[src/rtl/h80_uart_pkg.sv]
// Shared types and helpers for the h80 buffered UART transmitter.
// The parity state is only used when H80_UART_TX_PARITY_EN is defined.
package h80_uart_pkg;

    localparam int UART_DATA_BITS = 8;

    typedef enum logic [2:0] {
        IDLE   = 3'd0,
        START  = 3'd1,
        DATA   = 3'd2,
        PARITY = 3'd3,
        STOP   = 3'd4
    } uart_tx_state_e;

    // Round-to-nearest clock divisor for one bit period
    function automatic int uart_div(input int clk_freq, input int baud);
        return (clk_freq + baud / 2) / baud;
    endfunction

endpackage

[src/rtl/h80_byte_fifo.sv]
// Byte FIFO feeding the UART serializer. DEPTH must be a power of two so
// the pointers wrap naturally. Full is judged before any same-cycle pop,
// so a push into a full FIFO is rejected even if a pop happens alongside.
module h80_byte_fifo
    import h80_uart_pkg::*;
#(
    parameter int DEPTH = 16
) (
    input  logic                        clk,
    input  logic                        reset,
    input  logic                        push,
    input  logic [UART_DATA_BITS-1:0]   push_data,
    input  logic                        pop,
    output logic [UART_DATA_BITS-1:0]   pop_data,
    output logic [$clog2(DEPTH):0]      level,
    output logic                        full,
    output logic                        empty
);

    localparam int AW = $clog2(DEPTH);
    localparam int LW = AW + 1;

    logic [UART_DATA_BITS-1:0] mem [DEPTH];
    logic [AW-1:0]             wr_ptr;
    logic [AW-1:0]             rd_ptr;
    logic                      push_ok;
    logic                      pop_ok;

    assign full     = (level == LW'(DEPTH));
    assign empty    = (level == '0);
    assign push_ok  = push && !full;
    assign pop_ok   = pop && !empty;
    assign pop_data = mem[rd_ptr];

    // Storage array; contents are don't-care after reset so it has none
    always_ff @(posedge clk) begin
        if (push_ok) begin
            mem[wr_ptr] <= push_data;
        end
    end

    // Pointer and occupancy bookkeeping
    always_ff @(posedge clk) begin
        if (reset) begin
            wr_ptr <= '0;
            rd_ptr <= '0;
            level  <= '0;
        end else begin
            if (push_ok) begin
                wr_ptr <= wr_ptr + AW'(1);
            end
            if (pop_ok) begin
                rd_ptr <= rd_ptr + AW'(1);
            end
            unique case ({push_ok, pop_ok})
                2'b10:   level <= level + LW'(1);
                2'b01:   level <= level - LW'(1);
                default: ;
            endcase
        end
    end

endmodule

[src/rtl/h80_uart_tx_fifo.sv]
// Buffered UART transmitter: bytes are queued through a strobe/full
// handshake and sent LSB-first as 8N1 frames, or 8E1 when the macro
// H80_UART_TX_PARITY_EN is defined. Frames run back-to-back while the
// FIFO has data; the next byte is popped on the last stop-bit cycle.
module h80_uart_tx_fifo
    import h80_uart_pkg::*;
#(
    parameter int CLK_FREQ = 50000000,
    parameter int BAUD     = 230400,
    parameter int DEPTH    = 16
) (
    input  logic                      sysclk,
    input  logic                      reset,
    input  logic [7:0]                wr_data,
    input  logic                      wr_en,
    output logic                      full,
    output logic                      busy,
    output logic [$clog2(DEPTH):0]    level,
    output logic                      overflow,
    output logic                      uart_txp
);

    localparam int DIV = uart_div(CLK_FREQ, BAUD);
    localparam int CW  = (DIV > 1) ? $clog2(DIV) : 1;
    localparam int IW  = $clog2(UART_DATA_BITS);
    localparam logic [CW-1:0] CNT_LAST  = CW'(DIV - 1);
    localparam logic [IW-1:0] LAST_BIT  = IW'(UART_DATA_BITS - 1);

    uart_tx_state_e            state;
    logic [CW-1:0]             baud_cnt;
    logic [IW-1:0]             bit_idx;
    logic [UART_DATA_BITS-1:0] shift;
    logic [UART_DATA_BITS-1:0] fifo_data;
    logic                      fifo_empty;
    logic                      fifo_pop;
    logic                      bit_end;
`ifdef H80_UART_TX_PARITY_EN
    logic                      parity_bit;
`endif

    h80_byte_fifo #(
        .DEPTH (DEPTH)
    ) u_fifo (
        .clk       (sysclk),
        .reset     (reset),
        .push      (wr_en),
        .push_data (wr_data),
        .pop       (fifo_pop),
        .pop_data  (fifo_data),
        .level     (level),
        .full      (full),
        .empty     (fifo_empty)
    );

    assign bit_end  = (baud_cnt == CNT_LAST);
    assign fifo_pop = !fifo_empty &&
                      ((state == IDLE) || ((state == STOP) && bit_end));
    assign busy     = !fifo_empty || (state != IDLE);

    // Sticky overflow flag: a write arrived while the FIFO was full
    always_ff @(posedge sysclk) begin
        if (reset) begin
            overflow <= 1'b0;
        end else if (wr_en && full) begin
            overflow <= 1'b1;
        end
    end

    // Serializer FSM with baud counter, shift register and registered line
    always_ff @(posedge sysclk) begin
        if (reset) begin
            state    <= IDLE;
            baud_cnt <= '0;
            bit_idx  <= '0;
            shift    <= '0;
            uart_txp <= 1'b1;
`ifdef H80_UART_TX_PARITY_EN
            parity_bit <= 1'b0;
`endif
        end else if (fifo_pop) begin
            shift    <= fifo_data;
            baud_cnt <= '0;
            bit_idx  <= '0;
            state    <= START;
            uart_txp <= 1'b0;
`ifdef H80_UART_TX_PARITY_EN
            parity_bit <= ^fifo_data;
`endif
        end else if (state != IDLE) begin
            if (!bit_end) begin
                baud_cnt <= baud_cnt + CW'(1);
            end else begin
                baud_cnt <= '0;
                case (state)
                    START: begin
                        state    <= DATA;
                        uart_txp <= shift[0];
                    end
                    DATA: begin
                        if (bit_idx == LAST_BIT) begin
`ifdef H80_UART_TX_PARITY_EN
                            state    <= PARITY;
                            uart_txp <= parity_bit;
`else
                            state    <= STOP;
                            uart_txp <= 1'b1;
`endif
                        end else begin
                            bit_idx  <= bit_idx + IW'(1);
                            shift    <= shift >> 1;
                            uart_txp <= shift[1];
                        end
                    end
`ifdef H80_UART_TX_PARITY_EN
                    PARITY: begin
                        state    <= STOP;
                        uart_txp <= 1'b1;
                    end
`endif
                    default: begin
                        state    <= IDLE;
                        uart_txp <= 1'b1;
                    end
                endcase
            end
        end
    end

endmodule

[config.mk]
export PLATFORM = sky130hd
export DESIGN_NAME = h80_uart_tx_fifo
export DESIGN_NICKNAME = d
export VERILOG_FILES = /design/src/rtl/h80_uart_pkg.sv /design/src/rtl/h80_byte_fifo.sv /design/src/rtl/h80_uart_tx_fifo.sv
export SDC_FILE = /design/constraint.sdc
export NUM_CORES = 1
export LEC_CHECK = 0
export CAP_MARGIN = 20
export CORE_MARGIN = 8
export CORE_UTILIZATION = 52
export CTS_CLUSTER_DIAMETER = 30
export DETAILED_ROUTE_END_ITERATION = 6
export PLACE_DENSITY = 0.75
export SETUP_SLACK_MARGIN = 0.5
export SYNTH_ARGS = -nofsm -noshare
export SYNTH_HDL_FRONTEND = slang
export SYNTH_HIERARCHICAL = 1
export SYNTH_SLANG_ARGS = --single-unit
[constraint.sdc]
create_clock -name sysclk -period 5.3 [get_ports sysclk]
set_input_delay 0.53 -clock sysclk [delete_from_list [all_inputs] [get_ports sysclk]]
set_output_delay 0.53 -clock sysclk [all_outputs]
set_load 0.03 [all_outputs]
Word level (Yosys, flattened, before mapping). Memory sizes are Yosys's and may differ from the RTL's. A register that Yosys moved wholly into a read port is not among the register bits. Index checks and enable logic that the tools add are counted.

Reductions and logical operators: 22. $mul: 0. Shift operators: 0. Div/mod/pow operators: 0. Equality and inequality tests: 11. $lt $le $gt $ge: 0. Add/subtract/negate cells: 6. Multiplexer cells: 21. Bitwise operators: 1.

Operator list (count): 8-bit 2-to-1 mux (6); 5-bit case mux with 2 select lines (1); 1-bit 2-to-1 mux (9); 4-bit by 1-bit adder with 4-bit output (second input constant) (2); 8-bit by 1-bit adder with 8-bit output (second input constant) (1); 8-bit equality test (second input constant) (1); 4-bit 2-to-1 mux (2); 4-bit AND reduction (2); 2-bit nonzero test (4); 3-bit equality test (second input constant) (2); 3-bit case mux with 2 select lines (1); 3-bit AND reduction (2); 5-bit by 1-bit adder with 5-bit output (second input constant) (1); 5-bit equality test (second input constant) (1); 1-bit logical AND (5); 5-bit logical NOT (1); 5-bit by 1-bit subtractor with 5-bit output (second input constant) (1); 3-bit by 1-bit adder with 3-bit output (second input constant) (1); 3-bit by 1-bit equality test with 1-bit output (second input constant) (1); 3-bit by 2-bit equality test with 1-bit output (second input constant) (1); 3-bit logical NOT (1); 3-bit 2-to-1 mux (1); 3-bit by 2-bit inequality test with 1-bit output (second input constant) (1); 3-bit nonzero test (1); other kinds (10) (12).

Memories kept: 1. Register bits after elaboration: 37. Bits in writable memories: 128. Latch bits: 0. Bits in read-only memories: 0.

Memory list: u_fifo.mem (words 16, bits a word 8, read ports 1, clocked after Yosys merged registers in 1, wr ports 1, line h80_byte_fifo.sv:23) `logic [UART_DATA_BITS-1:0] mem [DEPTH];`.

Depth between registers and ports, before layout.
Depth after elaboration: 7. Depth in mapped cells: 18.

Modules after synthesis. Netlist, hierarchy kept.

Modules (own cells, without submodules): h80_byte_fifo (cells each 305, seq. area each 4184.0 um^2, area each 5974.5 um^2, times used 1); h80_uart_tx_fifo (cells each 133, seq. area each 480.5 um^2, area each 1197.4 um^2, times used 1).

Worst setup path before layout. Ideal clock, no wire load.

Path kind: flip-flop to flip-flop. Start point: register u_fifo.level[2]. End point: register u_fifo.level[2]. Clock period less this slack: 3.822 ns. Path buffers: 5. Data arrival time: 3.751 ns. Slack: 1.478 ns. Stages on the path, launching flop included: 19. Setup time: 0.071 ns. Data required time: 5.229 ns. Path through: dfxtp_1 buf_2 or4_1 buf_2 nor2_1 or3_1 buf_2 nand2b_1 buf_2 clkinv_1 o21ai_4 inv_1 ha_1 clkbuf_1 xor2_1 ha_1 o21a_1 or4_1 a21oi_1.

Longest elaborated chain between the ends: 6.

RTL lines: from (decl) (line h80_byte_fifo.sv:15) `output logic [$clog2(DEPTH):0] level,`; from (signal assigned) (line h80_byte_fifo.sv:56) `2'b10: level <= level + LW'(1);`; from (signal assigned) (line h80_byte_fifo.sv:57) `2'b01: level <= level - LW'(1);`; 5-bit logical NOT (*) (line h80_byte_fifo.sv:30) `assign empty = (level == '0);`; named net fifo_empty (line h80_uart_tx_fifo.sv:34) `logic fifo_empty;`; 1-bit logical NOT (*) (line h80_uart_tx_fifo.sv:56) `assign fifo_pop = !fifo_empty &&`; 1-bit logical AND (*) (line h80_uart_tx_fifo.sv:56); named net fifo_pop (line h80_uart_tx_fifo.sv:35) `logic fifo_pop;`; 1-bit logical AND (*) (line h80_byte_fifo.sv:32) `assign pop_ok = pop && !empty;`; named net u_fifo.pop_ok (line h80_byte_fifo.sv:27) `logic pop_ok;`; 2-bit by 1-bit equality test with 1-bit output / 2-bit equality test (equally long branches) (line h80_byte_fifo.sv:55) `unique case ({push_ok, pop_ok})`; 5-bit case mux with 2 select lines / 2-bit nonzero test (equally long branches).

The timed path passes the listed nets; every way through them passes the cells marked *. A chain may end at the register's enable or synchronous reset.

Final worst setup path.
Start point: register u_fifo.level[0]. End point: register u_fifo.level[2].

The elaborated chain is that of the path after synthesis.

==> run_summary.xml <==
<?xml version="1.0" encoding="UTF-8"?>
<metrics>
  <group name="outcome">
    <metric name="outcome" unit="">finished clean</metric>
  </group>
  <group name="cells_and_area">
    <metric name="num-nets-final" unit="">474</metric>
    <metric name="proportion_of_layout_cells_with_a_drive_suffix_above_1" unit="">0.125</metric>
    <metric name="final_cell_mix" unit="">sky130_fd_sc_hd__edfxtp_1 (128), sky130_fd_sc_hd__dfxtp_1 (41), sky130_fd_sc_hd__nor2_1 (37)</metric>
    <metric name="layout-area-overhead-vs-synth" unit="%">12.0</metric>
    <metric name="mostFrequentLayoutCell" unit="">sky130_fd_sc_hd__edfxtp_1</metric>
    <metric name="fillers" unit="">1012</metric>
    <metric name="diodes" unit="">0</metric>
  </group>
  <group name="routing">
    <metric name="drt.antenna.violating_nets" unit="">0</metric>
    <metric name="initialDrtViolationCount" unit="">324</metric>
    <metric name="wl_per_cell" unit="µm">20.8</metric>
    <metric name="drcViolationCount" unit="">0</metric>
    <metric name="route.vias.total" unit="">3865</metric>
    <metric name="drtPass1Iterations" unit="">4</metric>
    <metric name="drt-total-wl" unit="µm">13400</metric>
    <metric name="via_per_inst" unit="">6.00</metric>
  </group>
  <group name="grt">
    <metric name="antenna_violations_before_repair" unit="">0</metric>
    <metric name="globalRouteOverflowTotal" unit="">0</metric>
    <metric name="first_global_vias" unit="">3860</metric>
    <metric name="grtUsageTotal" unit="">0.160</metric>
    <metric name="grt_start_max_net_pins" unit="">39</metric>
    <metric name="grt_first_pass_wirelength" unit="µm">21600</metric>
  </group>
  <group name="worst_setup_path">
    <metric name="timing.critical_path.max_delay_family" unit="">simple AND/OR/NAND/NOR gates</metric>
    <metric name="critical_path_arrival" unit="ns">4.70</metric>
    <metric name="critical_path_peak_fanout" unit="">12</metric>
    <metric name="worstPathRequired" unit="ns">5.64</metric>
    <metric name="crit_path_end_kind" unit="">flip-flop</metric>
    <metric name="rrSetupSlack" unit="ns">0.95</metric>
    <metric name="reg2regPathDepth" unit="">13</metric>
    <metric name="worst_setup_path_start_kind" unit="">flip-flop</metric>
    <metric name="rr_endpoint" unit="">u_fifo/level[2]</metric>
    <metric name="worst_path_cell_with_the_longest_stage_delay" unit="">sky130_fd_sc_hd__or4_1</metric>
    <metric name="worst_r2r_startpoint" unit="">u_fifo/level[0]</metric>
    <metric name="crit_path_max_incr_delay" unit="ns">0.71</metric>
    <metric name="worst_setup_path_startpoint" unit="">u_fifo/level[0]</metric>
    <metric name="timing.critical_path.buf_inv" unit="">2</metric>
    <metric name="worstPathCellList" unit="">or4_1, nor2_1, or3_1, nand2b_1, clkinv_1, o21ai_4, inv_1, ha_1, xor2_1, ha_1, o21a_1, or4_1, a21oi_1</metric>
    <metric name="critPathKind" unit="">reg2reg</metric>
  </group>
  <group name="synthesis">
    <metric name="distinct_cell_type_count_after_synthesis" unit="">54</metric>
    <metric name="postSynthNetCount" unit="">461</metric>
    <metric name="postSynthAreaPerCell" unit="µm²">16.4</metric>
    <metric name="yosysWarnings" unit="">6</metric>
    <metric name="synth-seq-cells" unit="">169</metric>
    <metric name="cells_after_synthesis" unit="">438</metric>
    <metric name="synth_sequential_area_ratio" unit="">0.650</metric>
    <metric name="number_of_synthesized_flops_with_an_enable_pin" unit="">128</metric>
    <metric name="synth.cell_area" unit="µm²">7170</metric>
    <metric name="dominantRegCellSynth" unit="">sky130_fd_sc_hd__edfxtp_1</metric>
    <metric name="async_flop_share" unit="">0</metric>
  </group>
  <group name="die">
    <metric name="number_of_placement_rows" unit="">43</metric>
    <metric name="io-pin-count" unit="">20</metric>
    <metric name="die_area" unit="µm²">17800</metric>
    <metric name="start_util" unit="">0.525</metric>
    <metric name="die_w" unit="µm">133</metric>
    <metric name="die_h" unit="µm">133</metric>
    <metric name="core" unit="µm²">13700</metric>
  </group>
  <group name="timing">
    <metric name="rsz0062_at_grt" unit="">no</metric>
    <metric name="finalMaxSlewViolations" unit="">0</metric>
    <metric name="max_clock_freq" unit="GHz">0.230</metric>
    <metric name="finalCritPeriodShare" unit="">0.822</metric>
    <metric name="fin_crit" unit="ns">4.35</metric>
    <metric name="totalNegativeSetupSlack" unit="ns">0</metric>
    <metric name="clock-skew-final" unit="ns">0.0109</metric>
    <metric name="setup-violations-final" unit="">0</metric>
    <metric name="slew_headroom" unit="">0.344</metric>
    <metric name="tightestPinTransition" unit="ns">0.979</metric>
    <metric name="setup_ws" unit="ns">0.946</metric>
    <metric name="timing.final.hold_violations" unit="">0</metric>
  </group>
  <group name="flow_run">
    <metric name="maxCapViolCount" unit="">0</metric>
  </group>
  <group name="placed_design">
    <metric name="dp_worst_setup_slack" unit="ns">1.02</metric>
    <metric name="last_weighted_congestion_value_of_the_routability_driven_placer" unit="">0.782</metric>
    <metric name="io_buffers" unit="">19</metric>
    <metric name="detailedPlacementHpwl" unit="µm">8460</metric>
  </group>
  <group name="clock_tree">
    <metric name="h-tree-depth" unit="">4</metric>
    <metric name="clk_transition_reported_paths" unit="ns">0.06</metric>
    <metric name="tritoncts" unit="">done</metric>
    <metric name="cts_setup_buffers" unit="">0</metric>
    <metric name="cts_buffers" unit="">17</metric>
    <metric name="cts.hold.buffers_added" unit="">0</metric>
    <metric name="cts_buffer_depth" unit="">2</metric>
    <metric name="worst_skew_pair.late_latency" unit="ns">0.42</metric>
    <metric name="cts_sinks" unit="">169</metric>
    <metric name="cts_resized" unit="">0</metric>
    <metric name="root_driver" unit="">sky130_fd_sc_hd__clkbuf_16</metric>
  </group>
  <group name="pwr">
    <metric name="max-vdd-ir-drop" unit="µV">392</metric>
    <metric name="pwr_density_cell" unit="nW/µm²">451</metric>
    <metric name="p_leak" unit="nW">2.63</metric>
  </group>
  <group name="hold_path">
    <metric name="hold_end" unit="">overflow</metric>
    <metric name="hold_start" unit="">overflow</metric>
    <metric name="holdPathStages" unit="">2</metric>
    <metric name="type_of_the_worst_min_delay_path" unit="">reg2reg</metric>
  </group>
</metrics>
[layout make-up]
class | count | area, µm² | share of cell area
sequential | 169 | 4660 | 0.581
timing repair buffer | 22 | 213 | 0.0265
multi-input combinational | 231 | 2320 | 0.289
clock inverter | 14 | 138 | 0.0171
inverter | 10 | 38.8 | 0.00483
tap | 180 | 225 | 0.0280
clock buffer | 18 | 429 | 0.0534
[cells in the mapped netlist (4+ instances only)]
master / number / area share
sky130_fd_sc_hd__a211oi_1: 10 / 0.010
sky130_fd_sc_hd__a21oi_1: 8 / 0.0056
sky130_fd_sc_hd__buf_2: 6 / 0.0042
sky130_fd_sc_hd__buf_6: 5 / 0.0079
sky130_fd_sc_hd__clkbuf_1: 12 / 0.0063
sky130_fd_sc_hd__dfxtp_1: 41 / 0.11
sky130_fd_sc_hd__edfxtp_1: 128 / 0.54
sky130_fd_sc_hd__ha_1: 12 / 0.021
sky130_fd_sc_hd__inv_1: 8 / 0.0042
sky130_fd_sc_hd__mux2i_1: 12 / 0.017
sky130_fd_sc_hd__mux4_1: 28 / 0.10
sky130_fd_sc_hd__mux4_2: 12 / 0.038
sky130_fd_sc_hd__nand2_1: 13 / 0.0068
sky130_fd_sc_hd__nand2b_1: 5 / 0.0044
sky130_fd_sc_hd__nand3b_1: 4 / 0.0042
sky130_fd_sc_hd__nor2_1: 37 / 0.019
sky130_fd_sc_hd__nor3_1: 23 / 0.016
sky130_fd_sc_hd__o21a_1: 5 / 0.0052
sky130_fd_sc_hd__or4_1: 4 / 0.0042
sky130_fd_sc_hd__xnor2_1: 5 / 0.0061
sky130_fd_sc_hd__xor2_1: 10 / 0.012
[stage by stage]
step / area, µm² / std cells / utilization / power [mW] / hold slack (ns)
3_3_place_gp: 7460 / 612 / 0.546 / 2.43 / 0.447
2_1_floorplan: 7170 / 438 / - / 2.25 / 0.457
4_1_cts: 8030 / 644 / 0.588 / 3.64 / 0.495
6_report: 8030 / 644 / 0.588 / 3.62 / 0.489
5_1_grt: 8030 / 644 / 0.588 / 3.79 / 0.523
3_5_place_dp: 7460 / 612 / 0.546 / 2.46 / 0.478
[sequential cells by signal, indices dropped and copies added (netlist names), named ones only]
signal,count
u_fifo/mem,128
baud_cnt,8
shift,8
u_fifo/level,5
u_fifo/rd_ptr,4
u_fifo/wr_ptr,4
bit_idx,3
state,3
overflow,1
uart_txp,1
[cells by family after synthesis]
group                      Yosys count  share of synthesized area
muxes                               52                      0.157
AOI/OAI and AO/OA                   42                     0.0447
and+or+nand+nor                    110                     0.0803
buffers and inverters               38                     0.0284
adders and majority gates           12                     0.0209
DFF                                169                      0.650
xor gates and xnor gates            15                     0.0183
[how the worst max path moves through the flow]
| stage | endpoint | slack [ns] | cells after the start |
|---|---|---|---|
| CTS | u_fifo/level[2] | 1.0 | 13 |
| global route | u_fifo/level[2] | 0.61 | 13 |
| global placement | u_fifo/level[2] | 1.23 | 13 |
| detailed placement | u_fifo/level[2] | 1.02 | 13 |
| finish | u_fifo/level[2] | 0.95 | 13 |
| floorplan | u_fifo/level[2] | 1.48 | 18 |
[worst reg2reg max path: cells and delay by family, from the launching register on]
family | cells | cell delay [ns]
AOI/OAI and AO/OA | 3 | 0.59
DFF | 1 | 0.37
buffers and inverters | 2 | 0.51
xor gates and xnor gates | 1 | 0.20
adders and majority gates | 2 | 0.57
and+or+nand+nor | 5 | 2.04
[routing by layer]
metal	track usage	part of all wire	vias to the layer above	wire, µm
met3	0.0369	0.037	11	493
met4	0.0586	0.014	0	182
met2	0.254	0.50	89	6740
li1	-	-	1767	-
met5	0	0	-	0
met1	0.210	0.45	1998	5980
[report_power, final]
group | leakage [nW] | switching [mW] | internal (mW)
combinational | 0.857 | 0.519 | 0.341
clock | 0.279 | 0.520 | 0.661
sequential | 1.49 | 0.0688 | 1.51
(Power assumes the default switching activity.)
